==> src/rtl/img_proc_pkg.sv <==
`default_nettype none
// ============================================================================
// Module      : img_proc_pkg
// Description : Shared types and constants for the BMP streaming accelerator.
//               Holds the per-byte colour operation encoding, the owner
//               encoding of the stream arbiter and the BMP header offsets.
// Revision    : 1.0 - initial release
// ============================================================================
package img_proc_pkg;

    localparam int COLOR_SIZE = 8;

    typedef enum logic [1:0] {
        MODE_PASS   = 2'b00,
        MODE_BRIGHT = 2'b01,
        MODE_THRESH = 2'b10,
        MODE_INVERT = 2'b11
    } mode_e;

    // Owner of the master port; values double as the output source tag.
    typedef enum logic [1:0] {
        OWN_NONE = 2'b00,
        OWN_SLV0 = 2'b01,
        OWN_SLV1 = 2'b10
    } owner_e;

    // BMP header byte offsets
    localparam int FSIZE_OFS  = 2;   // 32-bit file size, little-endian
    localparam int DSTART_OFS = 10;  // 32-bit pixel data offset
    localparam int HDR_MIN    = 14;  // bytes always treated as header

endpackage
`default_nettype wire

==> src/rtl/pixel_byte_op.sv <==
`default_nettype none
// ============================================================================
// Module      : pixel_byte_op
// Description : Combinational per-byte colour operation.
//   mode   in  2           operation select (pass/bright/thresh/invert)
//   v      in  COLOR_SIZE  operand
//   p      in  COLOR_SIZE  pixel byte
//   result out COLOR_SIZE  processed byte
// Revision    : 1.0 - initial release
// ============================================================================
module pixel_byte_op
    import img_proc_pkg::*;
(
    input  logic [1:0]            mode,
    input  logic [COLOR_SIZE-1:0] v,
    input  logic [COLOR_SIZE-1:0] p,
    output logic [COLOR_SIZE-1:0] result
);

    logic [COLOR_SIZE:0] w_sum;

    always_comb begin
        w_sum  = {1'b0, p} + {1'b0, v};
        result = p;
        case (mode_e'(mode))
            MODE_PASS:   result = p;
            // carry out means the sum exceeded 255: clamp
            MODE_BRIGHT: result = w_sum[COLOR_SIZE] ? '1 : w_sum[COLOR_SIZE-1:0];
            MODE_THRESH: result = (p >= v) ? '1 : '0;
            MODE_INVERT: result = ~p;
            default:     result = p;
        endcase
    end

endmodule
`default_nettype wire

==> src/rtl/image_processing_accelerator.sv <==
`default_nettype none
// ============================================================================
// Module      : image_processing_accelerator
// Description : Streams a BMP file from one of two slave inputs to a single
//               master output. Header bytes pass unchanged, pixel bytes get
//               the colour operation latched on the first beat of the file.
//   clk, rst_n              clock, synchronous active-high reset
//   slvX_mode/proc_val      operation select and operand (latched per file)
//   slvX_data_valid/data    input beat, byte k on [8k+7:8k]
//   slvX_ready              input beat accepted this cycle
//   mstr0_data/data_valid   registered output beat, one-hot source tag
//   mstr0_ready             downstream accepts output beat
//   mstr0_cmplt             set with the last beat of a file
// Revision    : 1.0 - initial release
// ============================================================================
module image_processing_accelerator
    import img_proc_pkg::*;
#(
    parameter int DATA_WIDTH = 32
)(
    input  logic                  clk,
    input  logic                  rst_n,
    input  logic [1:0]            slv0_mode,
    input  logic                  slv0_data_valid,
    input  logic [COLOR_SIZE-1:0] slv0_proc_val,
    input  logic [DATA_WIDTH-1:0] slv0_data,
    output logic                  slv0_ready,
    input  logic [1:0]            slv1_mode,
    input  logic                  slv1_data_valid,
    input  logic [COLOR_SIZE-1:0] slv1_proc_val,
    input  logic [DATA_WIDTH-1:0] slv1_data,
    output logic                  slv1_ready,
    output logic                  mstr0_cmplt,
    input  logic                  mstr0_ready,
    output logic [DATA_WIDTH-1:0] mstr0_data,
    output logic [1:0]            mstr0_data_valid
);

    localparam int NB = DATA_WIDTH / 8;

    owner_e                r_owner;
    logic [31:0]           r_idx;
    logic [31:0]           r_fsize;
    logic [31:0]           r_dstart;
    logic [1:0]            r_mode;
    logic [COLOR_SIZE-1:0] r_val;
    logic [DATA_WIDTH-1:0] r_out_data;
    logic [1:0]            r_out_tag;
    logic                  r_cmplt;

    logic                  w_idle;
    logic                  w_sel1;
    logic                  w_open;
    logic                  w_accept;
    logic [DATA_WIDTH-1:0] w_data;
    logic [DATA_WIDTH-1:0] w_out;
    logic [1:0]            w_mode;
    logic [COLOR_SIZE-1:0] w_val;
    logic [31:0]           w_fsize;
    logic [31:0]           w_dstart;
    logic [31:0]           w_fsize_eff;
    logic [32:0]           w_idx_next;
    logic                  w_last;

    assign w_idle = (r_owner == OWN_NONE);
    // slv1 is selected when it owns the port, or at idle when slv0 is silent
    assign w_sel1 = (r_owner == OWN_SLV1) || (w_idle && !slv0_data_valid);
    // Once the last beat is captured the owner may send nothing more until
    // the completion beat leaves, so a following file cannot merge into it.
    assign w_open = !rst_n && !r_cmplt && ((r_out_tag == 2'b00) || mstr0_ready);

    assign slv0_ready = w_open && ((r_owner == OWN_SLV0) || (w_idle && slv0_data_valid));
    assign slv1_ready = w_open && ((r_owner == OWN_SLV1) || (w_idle && !slv0_data_valid));

    assign w_accept = w_sel1 ? (slv1_data_valid && slv1_ready)
                             : (slv0_data_valid && slv0_ready);
    assign w_data   = w_sel1 ? slv1_data : slv0_data;
    // The first beat of a file uses the live operation, later beats the latch.
    assign w_mode   = w_idle ? (w_sel1 ? slv1_mode : slv0_mode) : r_mode;
    assign w_val    = w_idle ? (w_sel1 ? slv1_proc_val : slv0_proc_val) : r_val;

    // Header fields may arrive in the same beat as the bytes they classify,
    // so overlay the current beat onto the captured values.
    always_comb begin
        w_fsize  = r_fsize;
        w_dstart = r_dstart;
        for (int k = 0; k < NB; k++) begin
            for (int b = 0; b < 4; b++) begin
                if (r_idx + 32'(k) == 32'(FSIZE_OFS + b))
                    w_fsize[8*b +: 8] = w_data[8*k +: 8];
                if (r_idx + 32'(k) == 32'(DSTART_OFS + b))
                    w_dstart[8*b +: 8] = w_data[8*k +: 8];
            end
        end
    end

    // A file never ends before the fixed header has been covered.
    assign w_fsize_eff = (w_fsize < 32'(HDR_MIN)) ? 32'(HDR_MIN) : w_fsize;
    assign w_idx_next  = {1'b0, r_idx} + 33'(NB);
    // The size field is complete only once byte FSIZE_OFS+3 has been seen.
    assign w_last      = (w_idx_next >= 33'(FSIZE_OFS + 4)) &&
                         (w_idx_next >= {1'b0, w_fsize_eff});

    for (genvar k = 0; k < NB; k++) begin : g_lane
        logic [31:0]           w_pos;
        logic                  w_pix;
        logic [COLOR_SIZE-1:0] w_res;

        assign w_pos = r_idx + 32'(k);
        assign w_pix = (w_pos >= 32'(HDR_MIN)) && (w_pos >= w_dstart) && (w_pos < w_fsize);

        pixel_byte_op u_op (
            .mode   (w_mode),
            .v      (w_val),
            .p      (w_data[8*k +: 8]),
            .result (w_res)
        );

        assign w_out[8*k +: 8] = w_pix ? w_res : w_data[8*k +: 8];
    end

    always_ff @(posedge clk) begin
        if (rst_n) begin
            r_owner    <= OWN_NONE;
            r_idx      <= '0;
            r_fsize    <= '0;
            r_dstart   <= '0;
            r_mode     <= '0;
            r_val      <= '0;
            r_out_data <= '0;
            r_out_tag  <= 2'b00;
            r_cmplt    <= 1'b0;
        end else if (r_cmplt && mstr0_ready) begin
            // completion beat taken: release the port for fresh arbitration
            r_owner   <= OWN_NONE;
            r_idx     <= '0;
            r_fsize   <= '0;
            r_dstart  <= '0;
            r_out_tag <= 2'b00;
            r_cmplt   <= 1'b0;
        end else if (w_accept) begin
            if (w_idle) begin
                r_owner <= w_sel1 ? OWN_SLV1 : OWN_SLV0;
                r_mode  <= w_mode;
                r_val   <= w_val;
            end
            r_idx      <= w_idx_next[31:0];
            r_fsize    <= w_fsize;
            r_dstart   <= w_dstart;
            r_out_data <= w_out;
            r_out_tag  <= w_sel1 ? 2'b10 : 2'b01;
            r_cmplt    <= w_last;
        end else if (mstr0_ready) begin
            r_out_tag <= 2'b00;
        end
    end

    assign mstr0_data       = r_out_data;
    assign mstr0_data_valid = r_out_tag;
    assign mstr0_cmplt      = r_cmplt;

endmodule
`default_nettype wire

==> config.mk <==
export PLATFORM = sky130hd
export DESIGN_NAME = image_processing_accelerator
export DESIGN_NICKNAME = d
export VERILOG_FILES = /design/src/rtl/img_proc_pkg.sv /design/src/rtl/pixel_byte_op.sv /design/src/rtl/image_processing_accelerator.sv
export SDC_FILE = /design/constraint.sdc
export NUM_CORES = 1
export LEC_CHECK = 0
export BUFFER_PORTS_ARGS = -buffer_cell sky130_fd_sc_hd__buf_2
export CORE_MARGIN = 3
export CORE_UTILIZATION = 40
export DETAILED_ROUTE_END_ITERATION = 7
export PLACE_DENSITY = 0.53
export SYNTH_ARGS = -nofsm -noshare
export SYNTH_HDL_FRONTEND = slang
export SYNTH_HIERARCHICAL = 1
export SYNTH_SLANG_ARGS = --single-unit
==> constraint.sdc <==
create_clock -name clk -period 6.65 [get_ports clk]
set_input_delay 1.6625 -clock clk [delete_from_list [all_inputs] [get_ports clk]]
set_output_delay 1.6625 -clock clk [all_outputs]
set_load 0.01 [all_outputs]
==> out/metrics.csv <==
metric,value,unit
Post-Layout Inst Area,15400,um2
library cells used by synthesis,85,
Ports,126,
Placement Setup Slack,586,ps
Via density,5.81,
Syn Inst Count,1729,
Period minus WS final,5600,ps
run status,completed,
n_diodes,0,
GR met1 Demand/Resource,34.7,%
Achievable Freq,179,MHz
dpl hpwl,34900,um
grt total ovfl,0,
post-cts resize count,0,
drt first pass iters,5,
FF/Latch Area,2820,um2
fill cell count,3333,
crit path buf inv count,2,
busiest grt layer,met2,
setup TNS,0,ps
main flop type after synthesis,dfxtp_1,
post-synthesis net count,1978,
reported max-cap violation count,0,
DR iter-0 viols,915,
total detailed-routing wirelength,45400,um
Yosys warning total,6,
power per cell area,247,nW/um2
crit path cell chain,buf_2 > nor2b_1 > nor2_4 > buf_4 > mux2_2 > mux2i_1 > ha_1 > a21oi_1 > o21ai_0 > a221oi_1 > nand3_1 > o31a_1 > nor3_1 > o21bai_1 > o21ai_0 > a32o_1,
Inst Count DP,2247,
clk sinks,141,
CTS tree,built,
Initial Utilization,41.1,%
postcts setup bufs,0,
critical path type,in -> reg,
worst path required time,6980,ps
synthesized area per cell,7.86,um2
clk buf depth,2,
FP Rows,66,
Avg WL per Cell,19.9,um
post-synthesis sequential area ratio,20.8,%
min-delay worst type,reg -> reg,
Slew HR,20.0,%
share of post-route cells with drive strength above 1,15.9,%
total power,0.00381,W
Yosys reg bits,141,
"most common cell after layout, fill and taps aside",nor2_1,
slowest CP cell,a221oi_1,
final hold vios,0,
PortBufs,125,
multi-input logic area,10100,um2
die area,36200,um2
Layout Cells excl Fill,2279,
crit start category,input port,
crit path max fanout,11,
Crit. End Element,flip-flop,
vias in the first global route,12400,
Async SR Flop Fraction,0,%
final net count,2073,
clock slew at reported path FFs,60,ps
DR DRC count,0,
Die Height,190,um
root buffer cell,clkbuf_16,
CTS Buf Count,17,
Slew @ Worst Pin,1190,ps
CP top delay family,compound AO/OA/AOI/OAI gates,
GR Util met3,2.98,%
detailed-route via count,13300,
CTS Hold Buffers Added,0,
max incr delay on CP,640,ps
gr usage total,24.8,%
H-tree depth,4,
die width,190,um
Post-Place Cell Area,14800,um2
clock skew,12.3,ps
Worst EP arrival,5930,ps
antenna-violating nets left,0,
Post-synth EDFFs,0,
"commonest non-fill, non-tap cells in the layout","nor2_1 (204), ha_1 (156), a21oi_1 (146)",
Core Region,33000,um2
Worst-Skew Late Latency,440,ps
pins over their slew limit,0,
initial antenna violation count,0,
most numerous cell on the critical path,o21ai_0,
largest net degree at the start of global routing,84,
GR Layer Usage met2,40.4,%
gpl congestion,0.889,
setup slack after layout,1050,ps
Leak,6.64,nW
first-pass GRT wire length,70900,um
Tcrit/Tclk final,84.2,%
area of the mapped netlist,13600,um2
worst vdd ir,187,uV
RSZ-0062 raised after global routing,no,
area added between synthesis and finish,13.5,%
final setup fails,0,
worst min-delay path: cells and delay by family, from the launching register on:
kind | cells | cell delay [ps]
flip-flops | 1 | 330
AND/OR/NAND/NOR | 1 | 60
AO/OA/AOI/OAI | 1 | 60
routing by layer:
metal	vias up	wire, um
met1	6335	21300
li1	6505	-
met3	43	2330
met4	0	857
met5	-	0
met2	367	21000
area by class of cell:
cell class              instances  share of cell area [%]
inverters                      81                    1.97
clock buffers                  22                    3.21
well taps                     442                    3.59
repair buffers                178                    6.64
multi-input cells            1405                    65.3
clock inverters                10                    1.03
flip-flops and latches        141                    18.3
through the flow:
step,hold slack (ps),utilization [%]
after detailed placement,463,44.7
after global routing,499,46.7
after CTS,479,46.7
after global placement,458,44.7
after floorplan,449,-
final,476,46.7
report_power, final:
part	leakage [nW]	total (W)	switching [W]	internal, W
clock network	0.318	0.00109	0.000409	0.000677
registers	1.15	0.000961	0.0000524	0.000909
logic	5.17	0.00177	0.00109	0.000679
total	6.64	0.00381	0.00155	0.00226
cell usage after synthesis (29+ instances only):
| cell | number | area, um2 |
|---|---|---|
| nor3_1 | 49 | 245 |
| nand2_1 | 110 | 413 |
| mux2i_1 | 95 | 951 |
| ha_1 | 156 | 1950 |
| xor2_1 | 32 | 280 |
| dfxtp_1 | 141 | 2820 |
| inv_1 | 76 | 285 |
| o21ai_0 | 79 | 395 |
| nor2_1 | 205 | 769 |
| a21o_1 | 29 | 218 |
| clkbuf_1 | 65 | 244 |
| a21oi_1 | 146 | 731 |
| nand4_1 | 31 | 194 |
| xnor2_1 | 38 | 333 |
| nand3_1 | 59 | 295 |
| o21ai_1 | 46 | 230 |
path summary, 6_finish.rpt:
| kind | startpoint | to | slack (ps) | depth (start not counted) |
|---|---|---|---|---|
| worst max-delay path | slv0_data_valid | mstr0_data[17] | 1050 | 16 |
| worst min-delay path | mstr0_data[24] | mstr0_data[24] | 480 | 2 |
| worst max register to register | r_idx[30] | mstr0_data[17] | 1130 | 14 |
| worst min register to register | mstr0_data[24] | mstr0_data[24] | 480 | 2 |
flip-flops by register name, indices dropped and copies added (netlist names):
name and flops:
mstr0_data 32, r_dstart 32, r_fsize 32, r_idx 30
r_val 8, mstr0_data_valid 2, r_mode 2, r_owner 2
mstr0_cmplt 1
cell families after synthesis:
logic type      share of synthesized area (%)
flops                                    20.8
simple gates                             19.9
compound gates                           25.4
mux                                      8.82
buf+inv                                  5.57
fa+ha+maj                                15.0
xor+xnor                                 4.51
No activity file was read; power rests on OpenSTA's default activity.
